## src/rtl/axi_read_arbiter.sv

```systemverilog
// ---------------------------------------------------------------------------
// axi_read_arbiter
//
// Two-master AXI read-channel arbiter. One master at a time owns the shared
// AR/R path; ownership is decided round-robin and released on the RLAST
// handshake. The slave-side ARID carries the master index so returned data
// can be attributed. Returned bursts are checked for length and ID, and any
// violation raises a sticky protocol_err.
//
// Ports:
//   ACLK, ARESETn           clock, asynchronous active-low reset
//   M0_AR* / M1_AR*         master read-address channels (ARREADY out)
//   M0_R*  / M1_R*          master read-data channels (RREADY in)
//   S_AR*                   slave read-address channel, S_ARID = {3'b0, grant, ARID}
//   S_R*                    slave read-data channel (S_RREADY out)
//   protocol_err            sticky burst-length / ID mismatch flag
// ---------------------------------------------------------------------------
module axi_read_arbiter #(
    parameter int unsigned ID_W   = 4,
    parameter int unsigned ADDR_W = 32,
    parameter int unsigned DATA_W = 32,
    parameter int unsigned LEN_W  = 4
) (
    input  logic              ACLK,
    input  logic              ARESETn,
    // master 0
    input  logic [ID_W-1:0]   M0_ARID,
    input  logic [ADDR_W-1:0] M0_ARADDR,
    input  logic [LEN_W-1:0]  M0_ARLEN,
    input  logic [2:0]        M0_ARSIZE,
    input  logic [1:0]        M0_ARBURST,
    input  logic              M0_ARVALID,
    output logic              M0_ARREADY,
    output logic [ID_W-1:0]   M0_RID,
    output logic [DATA_W-1:0] M0_RDATA,
    output logic [1:0]        M0_RRESP,
    output logic              M0_RLAST,
    output logic              M0_RVALID,
    input  logic              M0_RREADY,
    // master 1
    input  logic [ID_W-1:0]   M1_ARID,
    input  logic [ADDR_W-1:0] M1_ARADDR,
    input  logic [LEN_W-1:0]  M1_ARLEN,
    input  logic [2:0]        M1_ARSIZE,
    input  logic [1:0]        M1_ARBURST,
    input  logic              M1_ARVALID,
    output logic              M1_ARREADY,
    output logic [ID_W-1:0]   M1_RID,
    output logic [DATA_W-1:0] M1_RDATA,
    output logic [1:0]        M1_RRESP,
    output logic              M1_RLAST,
    output logic              M1_RVALID,
    input  logic              M1_RREADY,
    // slave side
    output logic [ID_W+3:0]   S_ARID,
    output logic [ADDR_W-1:0] S_ARADDR,
    output logic [LEN_W-1:0]  S_ARLEN,
    output logic [2:0]        S_ARSIZE,
    output logic [1:0]        S_ARBURST,
    output logic              S_ARVALID,
    input  logic              S_ARREADY,
    input  logic [ID_W+3:0]   S_RID,
    input  logic [DATA_W-1:0] S_RDATA,
    input  logic [1:0]        S_RRESP,
    input  logic              S_RLAST,
    input  logic              S_RVALID,
    output logic              S_RREADY,
    // status
    output logic              protocol_err
);

    typedef enum logic [1:0] {IDLE, ADDR, DATA} state_t;

    state_t             state;
    logic               grant;       // index of the owning master
    logic               prio;        // master preferred on a tie
    logic [ID_W+3:0]    tag_id;      // slave-side ID of the outstanding read
    logic [LEN_W-1:0]   beats_left;  // beats still expected after the current one

    // Granted-master view of the request and of RREADY.
    logic               sel_arvalid;
    logic [ID_W-1:0]    sel_arid;
    logic [ADDR_W-1:0]  sel_araddr;
    logic [LEN_W-1:0]   sel_arlen;
    logic [2:0]         sel_arsize;
    logic [1:0]         sel_arburst;
    logic               sel_rready;
    logic [ID_W+3:0]    ar_tag;
    logic               ar_hs;
    logic               r_hs;
    logic               beat_err;

    assign sel_arvalid = grant ? M1_ARVALID : M0_ARVALID;
    assign sel_arid    = grant ? M1_ARID    : M0_ARID;
    assign sel_araddr  = grant ? M1_ARADDR  : M0_ARADDR;
    assign sel_arlen   = grant ? M1_ARLEN   : M0_ARLEN;
    assign sel_arsize  = grant ? M1_ARSIZE  : M0_ARSIZE;
    assign sel_arburst = grant ? M1_ARBURST : M0_ARBURST;
    assign sel_rready  = grant ? M1_RREADY  : M0_RREADY;
    assign ar_tag      = {3'b000, grant, sel_arid};

    assign ar_hs = (state == ADDR) && sel_arvalid && S_ARREADY;
    assign r_hs  = (state == DATA) && S_RVALID && sel_rready;

    // RLAST must coincide exactly with the final beat, and the returned ID
    // must be the tag issued for this read.
    assign beat_err = (S_RLAST != (beats_left == '0)) || (S_RID != tag_id);

    // Channel routing: everything is pass-through, gated by state and grant.
    always_comb begin
        // NOTE: every output gets a default before the conditional routing so
        // no path leaves a signal unassigned, which would infer a latch.
        M0_ARREADY = 1'b0;
        M1_ARREADY = 1'b0;
        M0_RID     = '0;
        M0_RDATA   = '0;
        M0_RRESP   = '0;
        M0_RLAST   = 1'b0;
        M0_RVALID  = 1'b0;
        M1_RID     = '0;
        M1_RDATA   = '0;
        M1_RRESP   = '0;
        M1_RLAST   = 1'b0;
        M1_RVALID  = 1'b0;
        S_ARID     = '0;
        S_ARADDR   = '0;
        S_ARLEN    = '0;
        S_ARSIZE   = '0;
        S_ARBURST  = '0;
        S_ARVALID  = 1'b0;
        S_RREADY   = 1'b0;

        if (state == ADDR) begin
            S_ARID    = ar_tag;
            S_ARADDR  = sel_araddr;
            S_ARLEN   = sel_arlen;
            S_ARSIZE  = sel_arsize;
            S_ARBURST = sel_arburst;
            S_ARVALID = sel_arvalid;
            if (grant) M1_ARREADY = S_ARREADY;
            else       M0_ARREADY = S_ARREADY;
        end

        if (state == DATA) begin
            S_RREADY = sel_rready;
            if (grant) begin
                M1_RID    = S_RID[ID_W-1:0];
                M1_RDATA  = S_RDATA;
                M1_RRESP  = S_RRESP;
                M1_RLAST  = S_RLAST;
                M1_RVALID = S_RVALID;
            end else begin
                M0_RID    = S_RID[ID_W-1:0];
                M0_RDATA  = S_RDATA;
                M0_RRESP  = S_RRESP;
                M0_RLAST  = S_RLAST;
                M0_RVALID = S_RVALID;
            end
        end
    end

    // NOTE: sequential state uses non-blocking assignments so every register
    // samples pre-edge values regardless of statement order.
    always_ff @(posedge ACLK or negedge ARESETn) begin
        if (!ARESETn) begin
            state        <= IDLE;
            grant        <= 1'b0;
            prio         <= 1'b0;
            tag_id       <= '0;
            beats_left   <= '0;
            protocol_err <= 1'b0;
        end else begin
            case (state)
                IDLE: begin
                    if (M0_ARVALID || M1_ARVALID) begin
                        grant <= (M0_ARVALID && M1_ARVALID) ? prio : M1_ARVALID;
                        state <= ADDR;
                    end
                end
                ADDR: begin
                    if (ar_hs) begin
                        tag_id     <= ar_tag;
                        beats_left <= sel_arlen;
                        state      <= DATA;
                    end
                end
                DATA: begin
                    if (r_hs) begin
                        if (beats_left != '0) beats_left <= beats_left - LEN_W'(1);
                        if (beat_err) protocol_err <= 1'b1;
                        // A malformed burst still ends on RLAST so the bus recovers.
                        if (S_RLAST) begin
                            prio  <= ~grant;
                            state <= IDLE;
                        end
                    end
                end
                default: state <= IDLE;
            endcase
        end
    end

endmodule

```

## config.mk

```make
export PLATFORM = sky130hd
export DESIGN_NAME = axi_read_arbiter
export DESIGN_NICKNAME = d
export VERILOG_FILES = /design/src/rtl/axi_read_arbiter.sv
export SDC_FILE = /design/constraint.sdc
export NUM_CORES = 1
export LEC_CHECK = 0
export ABC_CLOCK_PERIOD_IN_PS = 1600
export CAP_MARGIN = 20
export CORE_AREA = 2 2 106 108
export DETAILED_ROUTE_END_ITERATION = 10
export DIE_AREA = 0 0 108 110
export PLACE_DENSITY = 0.67
export SYNTH_ARGS = -nofsm -noshare
export SYNTH_HDL_FRONTEND = slang
export SYNTH_SLANG_ARGS = --single-unit
```

## constraint.sdc

```tcl
create_clock -name ACLK -period 1.6 [get_ports ACLK]
set_clock_uncertainty 0.15 [all_clocks]
set_input_delay 0.16 -clock ACLK [delete_from_list [all_inputs] [get_ports ACLK]]
set_output_delay 0.16 -clock ACLK [all_outputs]
set_load 0.005 [all_outputs]
```

==> reports/qor.yml, run 1 <==
outcome: "finished with violations"
violations: "setup timing"
required_ns: 1.29
clkTransAtPathRegs_ns: 0.07
crit_fanout: 5
hold_slack_ns: 0.0825
cts_root_buffer: "clkbuf_8"
ys.warnings.count: 0
cts_hold_buffers: 0
critPathLaunchType: "register"
p_leak_nw: 3.01
fin_crit_ns: 1.91
num_vias: 3444
overflow: 0
vdd_drop_max_mv: 0.731
dp_hpwl_um: 8880
fin_area_um2: 6270
drc: 0
hold_class: "primary input to asynchronous set/reset pin"
wl_um: 13700
cts_max_level: 1
num_io_pins: 275
nNetsFinal: 753
cp.arrival_ns: 1.60
via_per_inst: 4.59
wl_per_cell_um: 18.3
rows: 38
critPathSlowestCell: "dfrtp_1"
syn_inst: 284
drt_iter0_drc: 187
reg2reg_from: "grant"
globalplace.congestion: 0.858
cts_buffer_depth: 2
drive_above_1_share_pct: 50.0
endpoint_kind: "output pin"
cts_tree: "built"
ys_seq_area_share_pct: 17.2
diodes: 0
synth_area_um2: 2040
cpPeakStageDelay_ns: 0.39
numPortBuffers: 271
ys_seq_elements: 14
rr_worst_depth: 6
slew_viol_final: 0
max_clock_freq_mhz: 523
synth_area_per_cell_um2: 7.19
core_um2: 10700
grt_max_degree: 24
crit_type: "register to output pin"
first_pass_iters: 4
grt_pass1_vias: 3298
hold_viol_final: 0
netlist-cell-type-count: 34
final.fill_count: 944
die_w_um: 108
grt_pass1_wl_um: 17500
r2r_setup_slack_ns: -0.28
power_density_nw_per_um2: 1400
area_growth_pct: 207
finalCritPeriodShare_pct: 119
worst_skew_pair.late_latency_ns: 0.25
rsz0062_at_grt: "true"
antenna_found_initial: 0
postPlaceCellArea_um2: 5150
die_y_um: 110
cts.sink_count: 14
r2r_end: "beats_left[3]"
ant_nets: 0
groute.usage.overall_pct: 18.8
fin_ws_ns: -0.311
setup_viol: 142
worstPathCellList: "nor2b_4 -> buf_6 -> buf_12 -> buf_16 -> and3_1 -> buf_2"
initial_core_util_pct: 19.1
dieArea_um2: 11900
drv_cap: 0
cts_made_buffers: 3
-- Yosys cell counts (all sizes together) --
library cell | number | area share [%]
o21a | 1 | 0.37
a31oi | 1 | 0.31
clkbuf | 21 | 3.9
xor2 | 5 | 2.1
a41oi | 1 | 0.43
ha | 1 | 0.61
a311o | 1 | 0.49
nand3 | 1 | 0.24
nand2 | 6 | 1.1
dfrtp | 14 | 17
inv | 3 | 0.55
o211ai | 1 | 0.37
a21o | 1 | 0.37
buf | 11 | 3.4
nand2b | 2 | 0.61
or3 | 1 | 0.31
nor2b | 1 | 0.31
mux2 | 3 | 1.7
nor2 | 62 | 11
a21oi | 8 | 2.1
nor3 | 3 | 0.74
nor4 | 2 | 0.61
and3 | 81 | 25
nand3b | 1 | 0.37
nor3b | 1 | 0.92
mux2i | 48 | 24
or3b | 1 | 0.43
xnor2 | 1 | 0.43
conb | 1 | 0.18
-- how the worst max path moves through the flow --
stage                     cells after the start            end  slack, ns     start
after floorplan                               5  beats_left[0]     -0.004     grant
after global placement                        4      S_ARID[3]      -0.29     grant
after detailed placement                      4      S_ARID[1]      -0.35     grant
after CTS                                     4   M0_RDATA[24]      -0.48     grant
after global routing                          6   M1_RDATA[30]      -0.38  state[1]
final                                         6   M1_RDATA[30]      -0.31  state[1]
-- what timing repair did --
item / 4_1_cts / 5_1_grt
resized for setup: 325 / 331
hold endpoints to repair: 0 / 0
pin swaps: 7 / 28
gates cloned: 10 / 15
buffers inserted: 8 / 15
endpoints found under the setup margin: 142 / 143
-- logic make-up (layout without fill, tap and decap cells) --
| group | Yosys count | count (layout) | share of synthesized area [%] |
|---|---|---|---|
| muxes | 51 | 51 | 25.4 |
| DFF | 14 | 14 | 17.2 |
| buffers and inverters | 35 | 359 | 7.78 |
| and+or+nand+nor | 162 | 162 | 41.9 |
| adders and majority gates | 1 | 1 | 0.613 |
| AOI/OAI and AO/OA | 14 | 14 | 4.47 |
| other | 1 | 3 | 0.184 |
| xor gates and xnor gates | 6 | 6 | 2.57 |
-- routing by layer --
layer  track usage (%)  vias up  wire, um
met1              23.1     1654      5460
met2              33.7      124      7310
li1                  -     1650         -
met3              3.94       16       796
met5                 0        -         0
met4              4.40        0       178
-- worst max-delay path: cells and delay by family (launching register included) --
family / cells / cell delay (ns)
buffers and inverters: 4 / 0.57
AND/OR/NAND/NOR: 2 / 0.38
flip-flops: 1 / 0.39
-- placed cells by master, fill, tap and decap left out, types with 6 or more instances in the layout --
master / instances
buf_2: 50
dfrtp_1: 13
mux2i_1: 28
buf_16: 8
mux2i_4: 10
clkdlybuf4s15_2: 6
mux2i_2: 10
buf_6: 54
buf_4: 29
clkbuf_16: 11
clkbuf_2: 25
and3_4: 35
and3_1: 46
nor2_2: 21
clkdlybuf4s15_1: 9
buf_12: 13
clkdlybuf4s50_1: 141
nor2_1: 30
nor2_4: 11
-- sequential cells by signal, summed over array words and instances (netlist names) --
name and cells:
tag_id 5, protocol_err 1, beats_left 4, prio 1, grant 1, state 2
-- per-stage QoR --
stage	total power, mW	setup WS [ns]	setup TNS [ns]	util [%]	std cells
6_report	8.79	-0.311	-26.00	58.6	750
5_1_grt	9.25	-0.384	-34.11	58.6	750
4_1_cts	6.88	-0.478	-34.14	52.0	724
3_5_place_dp	5.80	-0.354	-28.02	48.2	702
3_3_place_gp	5.72	-0.288	-25.47	48.2	702
2_1_floorplan	2.87	-0.00439	-0.00439	-	286
-- layout make-up --
type                    count  area, um^2  area share, %
multi-input cells         237        2070           33.0
repair buffers            352        3590           57.3
inverters                   3        23.8          0.379
clock buffers               4        55.1          0.878
well taps                 140         175           2.79
flip-flops and latches     14         354           5.65
-- report_power, final --
group	total, mW	internal (mW)	switching [mW]
Combinational	7.71	4.48	3.22
Clock	0.356	0.218	0.138
Sequential	0.732	0.541	0.191
(Power assumes the default switching activity.)
==> run 2, diff against run 1 <==
Settings changed: CTS_BUF_LIST from default to sky130_fd_sc_hd__clkbuf_4 sky130_fd_sc_hd__clkbuf_8.
==> results of run 2 <==
Final layout, timing and power as in run 1 (identical DEF).
